<file path="src/rtl/mult_div_iterativo.sv">
// rtl/mult_div_iterativo.sv - iterative radix-2 multiply/divide unit with HI/LO result registers
//
// Executes MULT, MULTU, DIV and DIVU one bit per clock. Signed operations work on
// magnitudes and fix the sign in a final FIX cycle.
//
// Ports:
//   i_clk       system clock, rising edge
//   i_rst_n     synchronous active-low reset
//   i_start     request, sampled only while idle
//   i_op        00=MULT 01=MULTU 10=DIV 11=DIVU, captured with i_start
//   i_dato1     operand A (multiplicand / dividend)
//   i_dato2     operand B (multiplier / divisor)
//   o_hi        MULT: upper product, DIV: remainder
//   o_lo        MULT: lower product, DIV: quotient
//   o_busy      high while an operation is in progress
//   o_listo     one-cycle pulse when o_hi/o_lo have just been written
//   o_div_cero  divide-by-zero flag, updated with every o_listo
module mult_div_iterativo #(
   parameter int N     = 32,
   parameter int CNT_W = 5
) (
   input  logic         i_clk,
   input  logic         i_rst_n,
   input  logic         i_start,
   input  logic [1:0]   i_op,
   input  logic [N-1:0] i_dato1,
   input  logic [N-1:0] i_dato2,
   output logic [N-1:0] o_hi,
   output logic [N-1:0] o_lo,
   output logic         o_busy,
   output logic         o_listo,
   output logic         o_div_cero
);

   typedef enum logic [1:0] {S_IDLE, S_CALC, S_FIX} state_t;

   state_t           r_state;
   logic [CNT_W-1:0] r_cnt;
   logic [2*N-1:0]   r_acc;     // MULT: {partial product, multiplier}; DIV: {remainder, quotient}
   logic [N-1:0]     r_a;       // multiplicand or divisor magnitude
   logic             r_is_div;
   logic             r_neg_q;   // product / quotient must be negated
   logic             r_neg_r;   // remainder must be negated (dividend was negative)
   logic             r_dz;
   logic [N-1:0]     r_hi;
   logic [N-1:0]     r_lo;
   logic             r_listo;
   logic             r_div_cero;

   logic             w_signed;
   logic             w_is_div;
   logic             w_a_neg;
   logic             w_b_neg;
   logic [N-1:0]     w_abs_a;
   logic [N-1:0]     w_abs_b;
   logic [N-1:0]     w_add;
   logic [N:0]       w_sum;
   logic [2*N-1:0]   w_mul_next;
   logic [N:0]       w_rem_sh;
   logic             w_ge;
   logic [N-1:0]     w_rem_sub;
   logic [2*N-1:0]   w_div_next;
   logic [2*N-1:0]   w_prod_neg;
   logic [N-1:0]     w_q_neg;
   logic [N-1:0]     w_r_neg;

   assign w_signed = ~i_op[0];
   assign w_is_div = i_op[1];
   assign w_a_neg  = w_signed & i_dato1[N-1];
   assign w_b_neg  = w_signed & i_dato2[N-1];
   // Magnitude of the most negative value wraps to itself, which is still correct as unsigned.
   assign w_abs_a  = w_a_neg ? (~i_dato1) + N'(1) : i_dato1;
   assign w_abs_b  = w_b_neg ? (~i_dato2) + N'(1) : i_dato2;

   // Shift-add: conditionally add multiplicand to the upper half, then shift right with carry.
   assign w_add      = r_acc[0] ? r_a : '0;
   assign w_sum      = {1'b0, r_acc[2*N-1:N]} + {1'b0, w_add};
   assign w_mul_next = {w_sum, r_acc[N-1:1]};

   // Restoring divide: shift next dividend bit into the remainder, subtract if it fits.
   // The shifted remainder is below 2*divisor, so the difference always fits in N bits.
   assign w_rem_sh   = {r_acc[2*N-1:N], r_acc[N-1]};
   assign w_ge       = w_rem_sh >= {1'b0, r_a};
   assign w_rem_sub  = w_rem_sh[N-1:0] - r_a;
   assign w_div_next = w_ge ? {w_rem_sub, r_acc[N-2:0], 1'b1}
                            : {w_rem_sh[N-1:0], r_acc[N-2:0], 1'b0};

   assign w_prod_neg = (~r_acc) + (2*N)'(1);
   assign w_q_neg    = (~r_acc[N-1:0]) + N'(1);
   assign w_r_neg    = (~r_acc[2*N-1:N]) + N'(1);

   always_ff @(posedge i_clk) begin
      if (!i_rst_n) begin
         r_state    <= S_IDLE;
         r_cnt      <= '0;
         r_acc      <= '0;
         r_a        <= '0;
         r_is_div   <= 1'b0;
         r_neg_q    <= 1'b0;
         r_neg_r    <= 1'b0;
         r_dz       <= 1'b0;
         r_hi       <= '0;
         r_lo       <= '0;
         r_listo    <= 1'b0;
         r_div_cero <= 1'b0;
      end else begin
         r_listo <= 1'b0;
         case (r_state)
            S_IDLE: begin
               if (i_start) begin
                  r_cnt    <= '0;
                  r_is_div <= w_is_div;
                  if (w_is_div && (i_dato2 == '0)) begin
                     // Preload the divide-by-zero result so FIX passes it through unchanged.
                     r_acc   <= {i_dato1, {N{1'b1}}};
                     r_neg_q <= 1'b0;
                     r_neg_r <= 1'b0;
                     r_dz    <= 1'b1;
                     r_state <= S_FIX;
                  end else begin
                     r_dz    <= 1'b0;
                     r_neg_q <= w_a_neg ^ w_b_neg;
                     r_neg_r <= w_a_neg;
                     if (w_is_div) begin
                        r_a   <= w_abs_b;
                        r_acc <= {{N{1'b0}}, w_abs_a};
                     end else begin
                        r_a   <= w_abs_a;
                        r_acc <= {{N{1'b0}}, w_abs_b};
                     end
                     r_state <= S_CALC;
                  end
               end
            end
            S_CALC: begin
               r_acc <= r_is_div ? w_div_next : w_mul_next;
               r_cnt <= r_cnt + CNT_W'(1);
               if (r_cnt == CNT_W'(N-1)) begin
                  r_state <= S_FIX;
               end
            end
            S_FIX: begin
               if (r_is_div) begin
                  r_hi <= r_neg_r ? w_r_neg : r_acc[2*N-1:N];
                  r_lo <= r_neg_q ? w_q_neg : r_acc[N-1:0];
               end else begin
                  {r_hi, r_lo} <= r_neg_q ? w_prod_neg : r_acc;
               end
               r_listo    <= 1'b1;
               r_div_cero <= r_dz;
               r_state    <= S_IDLE;
            end
            default: r_state <= S_IDLE;
         endcase
      end
   end

   assign o_hi       = r_hi;
   assign o_lo       = r_lo;
   assign o_busy     = (r_state != S_IDLE);
   assign o_listo    = r_listo;
   assign o_div_cero = r_div_cero;

endmodule

</file>
<file path="config.mk">
export PLATFORM = sky130hd
export DESIGN_NAME = mult_div_iterativo
export DESIGN_NICKNAME = d
export VERILOG_FILES = /design/src/rtl/mult_div_iterativo.sv
export SDC_FILE = /design/constraint.sdc
export NUM_CORES = 1
export LEC_CHECK = 0
export CORE_UTILIZATION = 59
export DETAILED_ROUTE_END_ITERATION = 10
export PLACE_DENSITY = 0.82
export REMOVE_ABC_BUFFERS = 1
export SLEW_MARGIN = 10
export SYNTH_ARGS = -nofsm -noshare
export SYNTH_HDL_FRONTEND = slang
export SYNTH_SLANG_ARGS = --single-unit
</file>
<file path="constraint.sdc">
create_clock -name i_clk -period 4.71 [get_ports i_clk]
set_clock_uncertainty 0.2 [all_clocks]
set_input_delay 0.942 -clock i_clk [delete_from_list [all_inputs] [get_ports i_clk]]
set_output_delay 0.942 -clock i_clk [all_outputs]
set_load 0.01 [all_outputs]
</file>
==> flow_summary.json <==
{
  "ys_top_cells_by_count": "214 x a21oi_1, 194 x nand2_1, 182 x nor2_1",
  "ys_top_cells_by_area": "dfxtp_1 24%, a21oi_1 7.4%, ha_1 6.1%",
  "fin_crit_sh_pct": 95.1,
  "vias": 15800,
  "end_kind": "flip-flop",
  "cts_tree": "yes",
  "grt_setup_unrepaired": "false",
  "slew_viol_final": 0,
  "io_buffer_count": 135,
  "yosysWarnings": 0,
  "synth_edf_count": 0,
  "grt_pass1_vias": 14400,
  "path_clk_slew_ns": 0.08,
  "min_delay_worst_endpoint": "o_hi[12]$_SDFFE_PN0P_",
  "final_util_pct": 70.8,
  "place_congestion": 1.06,
  "clockBufferDepth": 2,
  "leakage_uw": 0.00645,
  "core_um2": 23800,
  "die-area_um2": 25100,
  "cp.required_ns": 4.87,
  "antenna_found_initial": 0,
  "cts_setup_buffers": 0,
  "max_freq_ghz": 0.223,
  "ys_types": 81,
  "synth_top_area_share_pct": 24.0,
  "drive_gt1_share_pct": 7.42,
  "setup_violations": 0,
  "hold_viol": 0,
  "whs_path_depth": 2,
  "status": "complete, no violations",
  "ys_ff_latch": 173,
  "initial_utilization_pct": 60.8,
  "cts_buffers": 17,
  "hold_buffers": 0,
  "synth_area_um2": 14400,
  "reg2regPathDepth": 13,
  "worstSkewPairLatency_ns": 0.45,
  "max_cap_violations": 0,
  "worstHoldPathType": "flip-flop to flip-flop",
  "grt_pass1_wl_mm": 80.8,
  "die_h_um": 158,
  "totalWireLength_mm": 53.3,
  "cts_resized": 0,
  "critPathLaunchType": "flip-flop",
  "grt_util_all_layers_pct": 42.4,
  "ys.flop_type": "dfxtp_1",
  "dr.first_iter.drc_count": 1600,
  "area_growth_pct": 16.3,
  "powerDensity_nw_per_um2": 290,
  "yosysMostFrequentCell": "a21oi_1",
  "vias_per_cell": 6.65,
  "grt_max_degree": 93,
  "async_flop_share_pct": 0,
  "max_slew_margin_pct": 20.6,
  "route.detailed.drc": 0,
  "cts_sinks": 173,
  "row_count": 56,
  "ioPinCount": 136,
  "critPathKind": "flip-flop to flip-flop",
  "routedWlPerCell_um": 22.4,
  "htree_num_levels": 4,
  "nets": 2190,
  "tightest_slew_ns": 1.19,
  "synth_top_cell_by_area": "dfxtp_1",
  "root_buffer": "clkbuf_16",
  "diodes": 0,
  "final.setup.tns_ns": 0,
  "synthCells": 1967,
  "gr-total-overflow": 0,
  "finalCriticalPeriod_ns": 4.48,
  "ys_seq_area_share_pct": 24.0,
  "arrival_ns": 4.64,
  "peakVddDrop_mv": 0.253,
  "rrSetupSlack_ns": 0.23,
  "dp.final_hpwl_mm": 40.2,
  "hold_start": "o_hi[12]$_SDFFE_PN0P_",
  "syn_area_per_cell_um2": 7.34,
  "reg2reg_to": "r_acc[62]$_SDFFE_PN0P_",
  "critPathMaxFanout": 17,
  "die_x_um": 158,
  "regToRegStartpoint": "r_acc[0]$_SDFFE_PN0P_",
  "ant_nets": 0,
  "drt_pass1_iterations": 5
}
-- layout make-up --
cell class | count | area [um2]
multi-input cells | 1590 | 10200
fillers | 2015 | 6950
flip-flops and latches | 173 | 3470
repair buffers | 200 | 1850
clock buffers | 17 | 425
well taps | 319 | 399
inverters | 67 | 251
clock inverters | 15 | 205
-- through the flow --
step                worst slack [ns]  total power [uW]  hold slack, ns  cells  area [um2]
global placement               0.369              3260           0.236   2349       16200
floorplan                     0.0208              2710           0.232   1830       13900
detailed placement             0.246              3270           0.247   2349       16200
CTS                            0.464              4810           0.257   2381       16800
finish                         0.231              4880           0.255   2381       16800
global route                  0.0982              5060           0.279   2381       16800
-- critical path: stages, from the launching register on --
cell and delay, ns:
dfxtp_1 0.54, clkinv_1 0.31, buf_4 0.29, nor2_1 0.11, ha_1 0.18, o21ai_0 0.12, o21ai_0 0.48, a21oi_1 0.19
a21oi_1 0.45, a22oi_1 0.22, o31ai_1 0.59, a221oi_1 0.22, xor2_1 0.18, a221oi_1 0.29
-- kinds of logic (layout without fill, tap and decap cells) --
group           after synthesis  in the layout  share of synthesized area (%)
simple gates                629            629                           20.9
xor+xnor                    164            164                           9.94
buf+inv                     204            299                           5.49
compound gates              668            668                           29.2
fa+ha+maj                    72             72                           6.34
mux                          57             57                           4.15
flops                       173            173                           24.0
-- how the worst max path moves through the flow --
stage                                        from                      to  slack (ns)
after floorplan           r_state[1]$_SDFFE_PN0P_   o_hi[19]$_SDFFE_PN0P_        0.02
after detailed placement               i_dato2[0]  r_acc[39]$_SDFFE_PN0P_        0.25
after global placement                 i_dato2[0]  r_acc[39]$_SDFFE_PN0P_        0.37
final                       r_acc[0]$_SDFFE_PN0P_  r_acc[62]$_SDFFE_PN0P_        0.23
after CTS                   r_acc[0]$_SDFFE_PN0P_  r_acc[62]$_SDFFE_PN0P_        0.46
after global routing        r_acc[0]$_SDFFE_PN0P_  r_acc[62]$_SDFFE_PN0P_         0.1
-- per-layer routing --
metal	global-route usage, %	share of wire (%)
met4	23.1	5.3
met1	54.5	40
met5	0	0
met2	65.2	43
met3	9.96	12
-- cell usage in the layout (no fill, tap or decap), types with 20 or more instances in the layout --
cell type / netlist / layout
a21oi_1: 214 / 214
nand2_1: 194 / 194
nor2_1: 182 / 181
dfxtp_1: 173 / 172
o21ai_0: 159 / 159
clkdlybuf4s50_1: 0 / 133
xnor2_1: 91 / 91
xor2_1: 73 / 73
ha_1: 70 / 70
inv_1: 65 / 64
buf_4: 2 / 63
nand3_1: 56 / 56
a211oi_1: 52 / 52
nor3_1: 36 / 36
mux2i_1: 34 / 34
a21o_1: 27 / 27
a31oi_1: 25 / 25
o221ai_1: 24 / 24
mux2_2: 23 / 23
o211ai_1: 22 / 22
nor4_1: 20 / 20
o31ai_1: 20 / 20
-- registers in the layout, indices dropped and copies added, names as in the netlist --
name / cells
o_div_cero: 1
o_hi: 32
o_listo: 1
o_lo: 32
r_a: 32
r_acc: 64
r_cnt: 5
r_dz: 1
r_is_div: 1
r_neg_q: 1
r_neg_r: 1
r_state: 2
-- power breakdown --
group | leakage [uW] | switching [uW] | internal [uW]
sequential | 0.00141 | 129 | 1530
clock | 0.000309 | 774 | 786
combinational | 0.00473 | 1020 | 640
(Power assumes the default switching activity.)
